<file path="src/rtl/key_event_filter_if.sv">
// Scanner-in / event-out bundle for key_event_filter.
// slave is the filter side, master is the scanner/game-logic side.
interface key_event_filter_if #(
    parameter int FIFO_AW = 2
);
    logic               i_key_down;
    logic [3:0]         i_key_code;
    logic               i_ready;
    logic               i_clr_ovf;
    logic               o_valid;
    logic [3:0]         o_code;
    logic               o_held;
    logic [FIFO_AW:0]   o_count;
    logic               o_overflow;

    modport master (
        output i_key_down, i_key_code, i_ready, i_clr_ovf,
        input  o_valid, o_code, o_held, o_count, o_overflow
    );

    modport slave (
        input  i_key_down, i_key_code, i_ready, i_clr_ovf,
        output o_valid, o_code, o_held, o_count, o_overflow
    );
endinterface

</file>
<file path="src/rtl/key_event_filter.sv">
// Debounces the keypad scanner output into one event per physical press and
// queues events in a small show-ahead FIFO with a valid/ready consumer port.
module key_event_filter #(
    parameter int DEB_W      = 20,
    parameter int DEB_CYCLES = 500000,
    parameter int FIFO_AW    = 2
) (
    input  logic              i_clk,
    input  logic              i_rst_n,
    key_event_filter_if.slave kif
);
    localparam int               DEPTH    = 1 << FIFO_AW;
    localparam logic [DEB_W-1:0] DEB_LAST = DEB_W'(DEB_CYCLES - 1);

    typedef struct packed {
        logic       down;
        logic [3:0] code;
    } key_s;

    typedef enum logic [1:0] {IDLE, PRESS_CHK, HELD, REL_CHK} state_e;

    // Only the asynchronous scanner lines are synchronised; ready/clear come
    // from the consumer's own clock domain and must act in the same cycle.
    key_s [1:0]       sync_pipe;
    key_s             key;
    state_e           state;
    logic [DEB_W-1:0] cnt;
    logic [3:0]       cap;
    logic             held;

    logic [DEPTH-1:0][3:0] mem;
    logic [FIFO_AW-1:0]    wr_ptr, rd_ptr;
    logic [FIFO_AW:0]      count;
    logic                  ovf;
    logic                  push_req, empty, full, wr_en, rd_en, drop;

    assign key = sync_pipe[1];

    always_ff @(posedge i_clk or negedge i_rst_n) begin
        if (!i_rst_n) begin
            sync_pipe <= '0;
        end else begin
            sync_pipe[0] <= '{down: kif.i_key_down, code: kif.i_key_code};
            sync_pipe[1] <= sync_pipe[0];
        end
    end

    always_ff @(posedge i_clk or negedge i_rst_n) begin
        if (!i_rst_n) begin
            state <= IDLE;
            cnt   <= '0;
            cap   <= '0;
            held  <= 1'b0;
        end else begin
            unique case (state)
                IDLE: if (key.down) begin
                    state <= PRESS_CHK;
                    cap   <= key.code;
                    cnt   <= '0;
                end
                PRESS_CHK: begin
                    if (!key.down) begin
                        state <= IDLE;
                    end else if (key.code != cap) begin
                        cap <= key.code;
                        cnt <= '0;
                    end else if (cnt == DEB_LAST) begin
                        state <= HELD;
                        held  <= 1'b1;
                    end else begin
                        cnt <= cnt + DEB_W'(1);
                    end
                end
                HELD: if (!key.down) begin
                    state <= REL_CHK;
                    cnt   <= '0;
                end
                REL_CHK: begin
                    if (key.down) begin
                        state <= HELD;
                        cnt   <= '0;
                    end else if (cnt == DEB_LAST) begin
                        state <= IDLE;
                        held  <= 1'b0;
                    end else begin
                        cnt <= cnt + DEB_W'(1);
                    end
                end
                default: state <= IDLE;
            endcase
        end
    end

    // Push fires on the same edge that qualifies the press into HELD.
    assign push_req = (state == PRESS_CHK) && key.down && (key.code == cap) && (cnt == DEB_LAST);
    assign empty    = (count == '0);
    assign full     = (count == (FIFO_AW+1)'(DEPTH));
    assign rd_en    = !empty && kif.i_ready;
    assign wr_en    = push_req && (!full || rd_en);
    assign drop     = push_req && full && !rd_en;

    always_ff @(posedge i_clk or negedge i_rst_n) begin
        if (!i_rst_n) begin
            mem    <= '0;
            wr_ptr <= '0;
            rd_ptr <= '0;
            count  <= '0;
            ovf    <= 1'b0;
        end else begin
            if (wr_en) begin
                mem[wr_ptr] <= cap;
                wr_ptr      <= wr_ptr + FIFO_AW'(1);
            end
            if (rd_en)
                rd_ptr <= rd_ptr + FIFO_AW'(1);
            unique case ({wr_en, rd_en})
                2'b10:   count <= count + (FIFO_AW+1)'(1);
                2'b01:   count <= count - (FIFO_AW+1)'(1);
                default: count <= count;
            endcase
            if (drop)
                ovf <= 1'b1;
            else if (kif.i_clr_ovf)
                ovf <= 1'b0;
        end
    end

    assign kif.o_valid    = !empty;
    assign kif.o_code     = empty ? 4'h0 : mem[rd_ptr];
    assign kif.o_held     = held;
    assign kif.o_count    = count;
    assign kif.o_overflow = ovf;
endmodule

</file>
<file path="src/flat_wrapper.sv">
// flat-port wrapper written by rule: the top's interface ports become plain ports
module key_event_filter_flat 
#(
    parameter int DEB_W      = 20,
    parameter int DEB_CYCLES = 500000,
    parameter int FIFO_AW    = 2
)
  (i_clk, i_rst_n, kif_i_key_down, kif_i_key_code, kif_i_ready, kif_i_clr_ovf, kif_o_valid, kif_o_code, kif_o_held, kif_o_count, kif_o_overflow);
  key_event_filter_if #(.FIFO_AW(FIFO_AW)) kif_i ();
  input  logic i_clk;
  input  logic i_rst_n;
  input wire logic [$bits(kif_i.i_key_down)-1:0] kif_i_key_down;
  input wire logic [$bits(kif_i.i_key_code)-1:0] kif_i_key_code;
  input wire logic [$bits(kif_i.i_ready)-1:0] kif_i_ready;
  input wire logic [$bits(kif_i.i_clr_ovf)-1:0] kif_i_clr_ovf;
  output wire logic [$bits(kif_i.o_valid)-1:0] kif_o_valid;
  output wire logic [$bits(kif_i.o_code)-1:0] kif_o_code;
  output wire logic [$bits(kif_i.o_held)-1:0] kif_o_held;
  output wire logic [$bits(kif_i.o_count)-1:0] kif_o_count;
  output wire logic [$bits(kif_i.o_overflow)-1:0] kif_o_overflow;
  assign kif_i.i_key_down = kif_i_key_down;
  assign kif_i.i_key_code = kif_i_key_code;
  assign kif_i.i_ready = kif_i_ready;
  assign kif_i.i_clr_ovf = kif_i_clr_ovf;
  assign kif_o_valid = kif_i.o_valid;
  assign kif_o_code = kif_i.o_code;
  assign kif_o_held = kif_i.o_held;
  assign kif_o_count = kif_i.o_count;
  assign kif_o_overflow = kif_i.o_overflow;
  key_event_filter #(.DEB_W(DEB_W), .DEB_CYCLES(DEB_CYCLES), .FIFO_AW(FIFO_AW)) u_core (.i_clk(i_clk), .i_rst_n(i_rst_n), .kif(kif_i));
endmodule
</file>
<file path="config.mk">
export PLATFORM = sky130hd
export DESIGN_NAME = key_event_filter_flat
export DESIGN_NICKNAME = d
export VERILOG_FILES = /design/src/rtl/key_event_filter_if.sv /design/src/rtl/key_event_filter.sv /design/src/flat_wrapper.sv
export SDC_FILE = /design/constraint.sdc
export NUM_CORES = 1
export LEC_CHECK = 0
export ABC_AREA = 1
export CORE_UTILIZATION = 55
export DETAILED_ROUTE_END_ITERATION = 10
export GPL_TIMING_DRIVEN = 0
export PLACE_DENSITY = 0.74
export SLEW_MARGIN = 25
export SYNTH_ARGS = -nofsm -noshare
export SYNTH_HDL_FRONTEND = slang
export SYNTH_SLANG_ARGS = --single-unit
</file>
<file path="constraint.sdc">
create_clock -name i_clk -period 4.34 [get_ports i_clk]
set_clock_uncertainty 0.2 [all_clocks]
set_input_delay 0.434 -clock i_clk [delete_from_list [all_inputs] [get_ports i_clk]]
set_output_delay 0.434 -clock i_clk [all_outputs]
set_load 0.01 [all_outputs]
</file>
==> impl_metrics.json, run 1 <==
{
  "status": "finished clean",
  "holdCritPathClass": "reg -> reg",
  "r2r-end": "u_core.kif.o_count[1]",
  "num_rows": 27,
  "cp-startpoint": "u_core.cnt[0]",
  "drtAntennaViolNets": 0,
  "post_cts_buffers": 0,
  "crit_type": "reg -> reg",
  "synth_nets": 428,
  "clk_pin_slew_ps": 70,
  "pwr-share-comb_pct": 34.9,
  "p_per_area_nw_per_um2": 497.1,
  "drtIter0Drc": 249,
  "antenna_found_initial": 0,
  "synth-edff-count": 0,
  "nFillCells": 470,
  "critPathLaunchType": "register",
  "diodes": 0,
  "power_frac_seq_pct": 36.8,
  "fmax_ghz": 0.3628,
  "synth_area_per_cell_um2": 7.899,
  "finalSetupViolations": 0,
  "ys_ff_latch": 61,
  "finalMaxSlewViolations": 0,
  "clkPwrFrac_pct": 28.3,
  "wl_per_cell_um": 13.30,
  "worst-r2r-setup-slack_ps": 1580,
  "wirelength_um": 6915,
  "netSwitchingFraction_pct": 37.72,
  "die_h_um": 78.92,
  "vdd_ir_drop_max_uv": 352.2,
  "via_count": 2747,
  "p_total_uw": 1869,
  "track_usage_pct": 26.02,
  "period_share_pct": 63.51,
  "cts_buffers": 9,
  "p_int_uw": 1164,
  "grt-ovfl-total": 0,
  "viasPerCell": 5.283,
  "max_slew_margin_pct": 70.20,
  "hold_violations": 0,
  "grt_pass1_vias": 2698,
  "core-area_um2": 5608,
  "worst_setup_path_end_kind": "register",
  "cts_tree": "done",
  "final_nets": 459,
  "initial_core_util_pct": 58.03,
  "worst-path-max-fanout": 5,
  "clockBufferDepth": 2,
  "timing.final.crit_period_ps": 2756,
  "worst_pin_slew_ps": 447.0,
  "syn-cell-area_um2": 3254,
  "grt_setup_unrepaired": "false",
  "drc": 0,
  "insertion_delay_ps": 350,
  "place.gp.congestion": 0.8691,
  "ys_types": 32,
  "portBuffers": 18,
  "r2r-start": "u_core.cnt[0]",
  "power.switching_uw": 705.0,
  "critPathRequiredTime_ps": 4410,
  "dp_hpwl_um": 4920,
  "synth_flop_cell": "dfrtp_1",
  "area_growth_pct": 15.53,
  "die_area_um2": 6228,
  "ff2ff_path_depth": 10,
  "fp.dieW_um": 78.92,
  "synth-seq-area-share_pct": 46.91,
  "grt_pass1_wl_um": 12280,
  "syn_inst": 412,
  "io_pins": 19,
  "yosysWarnings": 0,
  "cap_violations": 0,
  "htree_levels": 3,
  "tns_ps": 0,
  "static-leakage-power_uw": 0.001712,
  "ys_async_sr_fraction_pct": 100.0,
  "first_pass_iters": 5,
  "cp_data_arrival_time_ps": 2830,
  "cts_root_buffer": "clkbuf_8",
  "clkSinkCount": 61,
  "grt_max_degree": 43,
  "drive_above_1_share_pct": 9.821,
  "cp-endpoint": "u_core.kif.o_count[1]"
}
## how the worst min path moves through the flow
| stage | from | end | slack [ps] | cells after the start |
|---|---|---|---|---|
| floorplan | i_rst_n | async pin | -60 | 0 |
| detailed placement | i_rst_n | u_core.mem[6] | 130 | 1 |
| CTS | u_core.sync_pipe[2] | u_core.key[2] | 150 | 0 |
| global route | u_core.sync_pipe[2] | u_core.key[2] | 160 | 0 |
| finish | u_core.sync_pipe[3] | u_core.key[3] | 150 | 0 |
| global placement | u_core.sync_pipe[2] | u_core.key[2] | 130 | 0 |
## synth_stat cells (4+ instances only)
library cell  number  area, um2
nand2_1           99      371.6
nor2_4             4      45.04
o21ai_0           23      115.1
dfrtp_1           61       1526
nand3_2            6      60.06
nand3_1           24      120.1
nor3_1             4      20.02
xnor2_1            4      35.03
nor2_1            59      221.5
xor2_1             7      61.31
inv_1             50      187.7
o21ai_1           17      85.08
ha_1               6      75.07
a21oi_1           15      75.07
nand4_1            9      56.30
## repair_timing
| action | CTS | global route |
|---|---|---|
| hold buffers | 1 | 0 |
| resized for setup | 0 | 0 |
| hold endpoints to repair | 19 | 0 |
## area by class of cell
cell class                      instances  area [um2]  area share [%]
Tap cell                               72       90.09           2.396
Timing Repair Buffer                   20       207.7           5.524
Sequential cell                        61        1526           40.60
Buffer                                  2       15.01          0.3993
Multi-Input combinational cell        296        1509           40.13
Clock buffer                           10       137.6           3.661
Clock inverter                          6       70.07           1.864
Inverter                               53       203.9           5.424
## worst max-delay path, cell delays in order (launching register included)
cell and delay (ps):
dfrtp_1 400, ha_1 240, nand2_1 70, nor2_1 230, nand3_1 310, nor2_1 220, nand3_1 130, ha_1 210
inv_1 100, fa_1 410, o21ai_0 160
## metal layers
metal / vias to the layer above / wire (um) / GRT usage [%]
met4: 0 / 159 / 11.09
met2: 90 / 3053 / 39.74
met5: - / 0 / 0
met3: 19 / 362 / 6.782
li1: 1375 / - / -
met1: 1263 / 3339 / 35.09
## cell usage in the layout (no fill, tap or decap), types with 10 or more instances in the layout
cell type and count:
o21ai_0 23, nor2_1 59, clkdlybuf4s50_1 17, o21ai_1 17, nand2_1 99, inv_1 50, dfrtp_1 61, a21oi_1 15
clkbuf_8 10, nand3_1 24
## cell families after synthesis
kind of cell               synth area share (%)
adders and majority gates                 2.922
buffers and inverters                     6.728
AOI/OAI and AO/OA                         9.266
DFF                                       46.90
and+or+nand+nor                           31.22
xor gates and xnor gates                  2.960
## through the flow
stage,instance area [um2],instances,hold slack [ps],worst slack (ps),utilization [%]
2_1_floorplan,3254,412,-61.59,2005,-
6_report,3760,520,149.5,1584,67.05
5_1_grt,3760,520,155.1,1383,67.05
3_3_place_gp,3525,502,131.8,682.1,62.85
3_5_place_dp,3542,503,133.7,1509,63.16
4_1_cts,3760,520,152.5,1605,67.05
## power by group through the flow
stage	clock network, uW	registers (uW)	logic, uW
floorplan	0	696	426
global placement	0	697	629
detailed placement	0	699	647
CTS	541	689	652
global route	571	699	740
finish	529	689	652
## flip-flops by register name, indices dropped and copies added, names as in the netlist, named ones only
| register | flops |
|---|---|
| u_core.cnt | 20 |
| u_core.mem | 16 |
| u_core.key | 5 |
| u_core.sync_pipe | 5 |
| u_core.cap | 4 |
| u_core.kif.o_count | 3 |
| u_core.rd_ptr | 2 |
| u_core.wr_ptr | 2 |
| u_core.kif.o_held | 1 |
| u_core.kif.o_overflow | 1 |
| u_core.state | 1 |
Power figures use the tool's default switching activity.
==> run 2: changes to the inputs <==
--- a/config.mk
+++ b/config.mk
@@ -6,10 +6,10 @@
 export NUM_CORES = 1
 export LEC_CHECK = 0
 export ABC_AREA = 1
-export CORE_UTILIZATION = 55
+export CORE_UTILIZATION = 54
 export DETAILED_ROUTE_END_ITERATION = 10
 export GPL_TIMING_DRIVEN = 0
-export PLACE_DENSITY = 0.74
+export PLACE_DENSITY = 0.76
 export SLEW_MARGIN = 25
 export SYNTH_ARGS = -nofsm -noshare
 export SYNTH_HDL_FRONTEND = slang
==> constraint.sdc (replaced) <==
create_clock -name i_clk -period 2.25 [get_ports i_clk]
set_clock_uncertainty 0.2 [all_clocks]
set_input_delay 0.225 -clock i_clk [delete_from_list [all_inputs] [get_ports i_clk]]
set_output_delay 0.225 -clock i_clk [all_outputs]
set_load 0.01 [all_outputs]
==> impl_metrics.json, run 2 (synthesized netlist as in run 1, its figures left out) <==
{
  "area_growth_pct": 22.30,
  "met3_usage_pct": 6.171,
  "viasPerCell": 5.375,
  "final_nets": 479,
  "htree_levels": 3,
  "worst_setup_path_end_kind": "register",
  "worst_pin_slew_ps": 399.8,
  "cp_data_arrival_time_ps": 2200,
  "largest_reg_flops": 20,
  "first_pass_iters": 5,
  "worst-r2r-setup-slack_ps": 80,
  "r2r-end": "u_core.kif.o_count[2]",
  "worst-path-max-fanout": 4,
  "fmax_ghz": 0.4608,
  "initial_core_util_pct": 57.68,
  "die_area_um2": 6341,
  "p_per_area_nw_per_um2": 927.5,
  "use_met1_pct": 37.42,
  "diodes": 0,
  "clockBufferDepth": 2,
  "drc": 0,
  "clk_pin_slew_ps": 60,
  "period_share_pct": 96.46,
  "cts_tree": "done",
  "place.gp.congestion": 0.9379,
  "multi_input_area_um2": 1584,
  "r2r-start": "u_core.cnt[1]",
  "cap_violations": 0,
  "timing.final.crit_period_ps": 2170,
  "grt_pass1_vias": 2695,
  "fp.dieW_um": 79.63,
  "drive_above_1_share_pct": 17.77,
  "drtAntennaViolNets": 0,
  "io_pins": 19,
  "status": "finished clean",
  "top_register": "u_core.cnt",
  "hold_path_depth": 1,
  "grt-ovfl-total": 0,
  "grt_setup_unrepaired": "true",
  "placed_cells": 503,
  "max_slew_margin_pct": 73.35,
  "via_count": 2897,
  "critPathLaunchType": "register",
  "track_usage_pct": 26.66,
  "min-delay-start": "kif_i_key_code[3]",
  "final_cell_count_no_fill": 539,
  "static-leakage-power_uw": 0.001844,
  "hold_violations": 0,
  "holdWs_ps": 114.2,
  "dp_hpwl_um": 5046,
  "antenna_found_initial": 0,
  "use_met2_pct": 38.12,
  "wl_per_cell_um": 13.70,
  "final_area_um2": 3980,
  "crit_type": "reg -> reg",
  "reg.largest.list": "u_core.cnt x20, u_core.mem x16",
  "die_h_um": 79.63,
  "drtIter0Drc": 202,
  "finalSetupViolations": 0,
  "num_rows": 27,
  "layout_commonest_cell": "nand2_1",
  "seq_area_um2": 1528,
  "cts_buffers": 9,
  "vdd_ir_drop_max_uv": 620.6,
  "insertion_delay_ps": 350,
  "holdCritPathClass": "in -> reg",
  "wirelength_um": 7384,
  "finalMaxSlewViolations": 0,
  "grt_max_degree": 34,
  "critPathRequiredTime_ps": 2280,
  "grt-busiest-layer": "met2",
  "cts_root_buffer": "clkbuf_8",
  "placed_area_um2": 3550,
  "ff2ff_path_depth": 12,
  "grt_pass1_wl_um": 12600,
  "portBuffers": 18,
  "most-common-layout-cells": "nand2_1, dfrtp_1, nor2_1, inv_1",
  "clkSinkCount": 61,
  "nFillCells": 448,
  "tns_ps": 0,
  "core-area_um2": 5642,
  "hold_end": "u_core.sync_pipe[3]"
}
==> run 2: cell count changes in the layout (fill, tap and decap cells not counted), sizes merged, moves of 2 or more <==
cell,before,now
buf,3,23
clkdlybuf4s50,17,13
dlygate4sd2,0,3
clkinv,1,3
clkinvlp,3,1
inv,54,52
==> run 2: worst max-delay path by stage <==
stage	from	end	slack, ps	cells after the start
5_1_grt	u_core.cnt[11]	u_core.kif.o_count[1]	-20	10
2_1_floorplan	u_core.cnt[0]	u_core.kif.o_count[1]	2	10
3_3_place_gp	i_rst_n	u_core.cnt[15]	-1190	1
4_1_cts	u_core.cnt[0]	u_core.kif.o_count[1]	-30	10
6_report	u_core.cnt[1]	u_core.kif.o_count[2]	80	12
3_5_place_dp	u_core.cnt[0]	u_core.kif.o_count[1]	-350	10
==> run 2: repair_timing <==
item / CTS / global route
hold endpoints to repair: 61 / 0
pin swaps: 3 / 6
endpoints found under the setup margin: 7 / 3
buffers inserted: 14 / 6
gates cloned: 0 / 0
hold buffers: 1 / 0
gates resized for setup: 18 / 12
==> run 2: metal layers <==
metal	vias up	share of wire [%]
met5	-	0
met2	93	43
met3	18	4.8
met1	1366	49
met4	0	2.6
li1	1420	-
==> run 2: worst max-delay path, stage by stage, from the launching register on <==
cell     delay [ps]
dfrtp_1         410
ha_4            190
nand2_2          80
nor2_4           50
nand3_4          90
nor2_4           40
nand3_2          70
ha_2            170
inv_2            50
fa_2            330
a21oi_1         140
o21ai_1          90
xor2_1          140
==> run 2: area by class of cell <==
type,instances,share of cell area [%]
buffer,2,0.4715
inverter,53,5.124
clock buffer,11,3.804
clock inverter,4,1.195
multi-input combinational,296,39.80
tap,72,2.263
timing repair buffer,40,8.959
sequential,61,38.38
==> run 2: power by group <==
group / internal (uW) / total [uW] / switching [uW]
registers: 1220 / 1330 / 113
clock network: 561 / 988 / 427
logic: 531 / 1370 / 838
total: 2310 / 3690 / 1380
==> run 2: stage by stage <==
step	power [uW]	utilization [%]	setup slack, ps
after detailed placement	2612	62.92	-345.7
after floorplan	2165	-	2.298
after global placement	2567	62.61	-1193
after global routing	3928	70.55	-20.84
final	3691	70.55	79.74
after CTS	3648	69.19	-31.03
==> RTL edit (settings of run 2) <==
`DEB_CYCLES` is set to 500000 in 2 places; all go to 250000.
--- a/src/rtl/key_event_filter.sv
+++ b/src/rtl/key_event_filter.sv
@@ -2,7 +2,7 @@
 // queues events in a small show-ahead FIFO with a valid/ready consumer port.
 module key_event_filter #(
     parameter int DEB_W      = 20,
-    parameter int DEB_CYCLES = 500000,
+    parameter int DEB_CYCLES = 250000,
     parameter int FIFO_AW    = 2
 ) (
     input  logic              i_clk,
--- a/src/flat_wrapper.sv
+++ b/src/flat_wrapper.sv
@@ -2,7 +2,7 @@
 module key_event_filter_flat 
 #(
     parameter int DEB_W      = 20,
-    parameter int DEB_CYCLES = 500000,
+    parameter int DEB_CYCLES = 250000,
     parameter int FIFO_AW    = 2
 )
   (i_clk, i_rst_n, kif_i_key_down, kif_i_key_code, kif_i_ready, kif_i_clr_ovf, kif_o_valid, kif_o_code, kif_o_held, kif_o_count, kif_o_overflow);
Behaviour: same outputs for any inputs over 10 cycles, from zero or initial values and one cycle with i_rst_n low; that may be too few to reach the edited logic, so the function may still have changed.
==> RTL edit against run 2 <==
The run now ends with setup timing left. Routed wire length is 7.4% higher. Die area is 2.3% higher. Cell area is 3.1% higher. Sequential share of layout area is 1.0 points lower. Worst setup slack worse by 0.11 ns. Total power is 0.26% higher. Combinational power is 7% lower. Area after synthesis is 2.4% higher. Sequential cell count stayed put. Critical path type unchanged. Largest cell class unchanged. Highest routed layer unchanged.
==> RTL edit: results (changes against run 2) <==
met3 WL post-DR 406 µm (was 352 µm); multi-input logic area 1710 µm² (was 1580 µm²); met1 WL 3430 µm (was 3640 µm); Critical Path Source u_core.cnt[12] (was u_core.cnt[1]); final setup vio count 2 (was 0); Worst Hold Class in -> async (was in -> reg); Reg-to-Reg Start u_core.cnt[12] (was u_core.cnt[1]); Layout Nets 483 (was 479); failing checks setup timing; Worst-Margin Slew 0.360 ns (was 0.400 ns); Layout non-clock buf frac 8.63% (was 9.43%); number of distinct library cells after synthesis 31 (was 32); leakage dissipation 1.93 nW (was 1.84 nW); DR WL/cell 14.5 µm (was 13.7 µm); GR met1 Demand/Resource 33.0% (was 37.4%); register area share after synthesis 45.8% (was 46.9%); Avg Vias per Cell 5.54 (was 5.37); routability cong. 0.937 (was 0.938); number of global-route vias before repair 2,850 (was 2,695); synth top area cells dfrtp_1 46%, nand2_1 11%, nor2_1 6.0%, inv_1 5.4%, nand3_1 3.9% (was dfrtp_1 47%, nand2_1 11%, nor2_1 6.8%, inv_1 5.8%, nand3_1 3.7%); FILL cells 471 (was 448); setup slack at placement -0.491 ns (was -0.346 ns); status finished, violations left (was finished clean); worst setup margin -0.0258 ns (was 0.0797 ns); M2 GR Usage 45.6% (was 38.1%); comb_multi_in 303 (was 296); number of non-clock buffers 39 (was 42); first-pass GRT wire length 13,100 µm (was 12,600 µm)
==> RTL edit: repair_timing <==
action | 4_1_cts | 5_1_grt
buffers inserted | 14 | 3
resized for setup | 28 | 10
hold endpoints to repair | 61 | 0
hold buffers | 1 | 0
pin swaps | 9 | 7
endpoints found under the setup margin | 7 | 5
==> RTL edit: kinds of logic after synthesis <==
family          after synthesis  synth area share, %
xor+xnor                     13                 3.42
simple gates                224                 32.5
flops                        61                 45.8
fa+ha+maj                     7                 2.85
buf+inv                      55                 6.23
compound gates               59                 9.16
==> RTL edit: stage by stage <==
step	util (%)	area, µm²
finish	69.3	4100
global route	69.3	4100
CTS	68.5	4060
detailed placement	61.5	3640
global placement	61.2	3630
floorplan	-	3350
==> RTL edit: worst max-delay path: cells and delay by family (launching register included) <==
kind,cells,cell delay [ns]
AOI/OAI and AO/OA,1,0.14
adders and majority gates,2,0.59
buffers and inverters,1,0.06
DFF,1,0.49
and+or+nand+nor,5,0.72
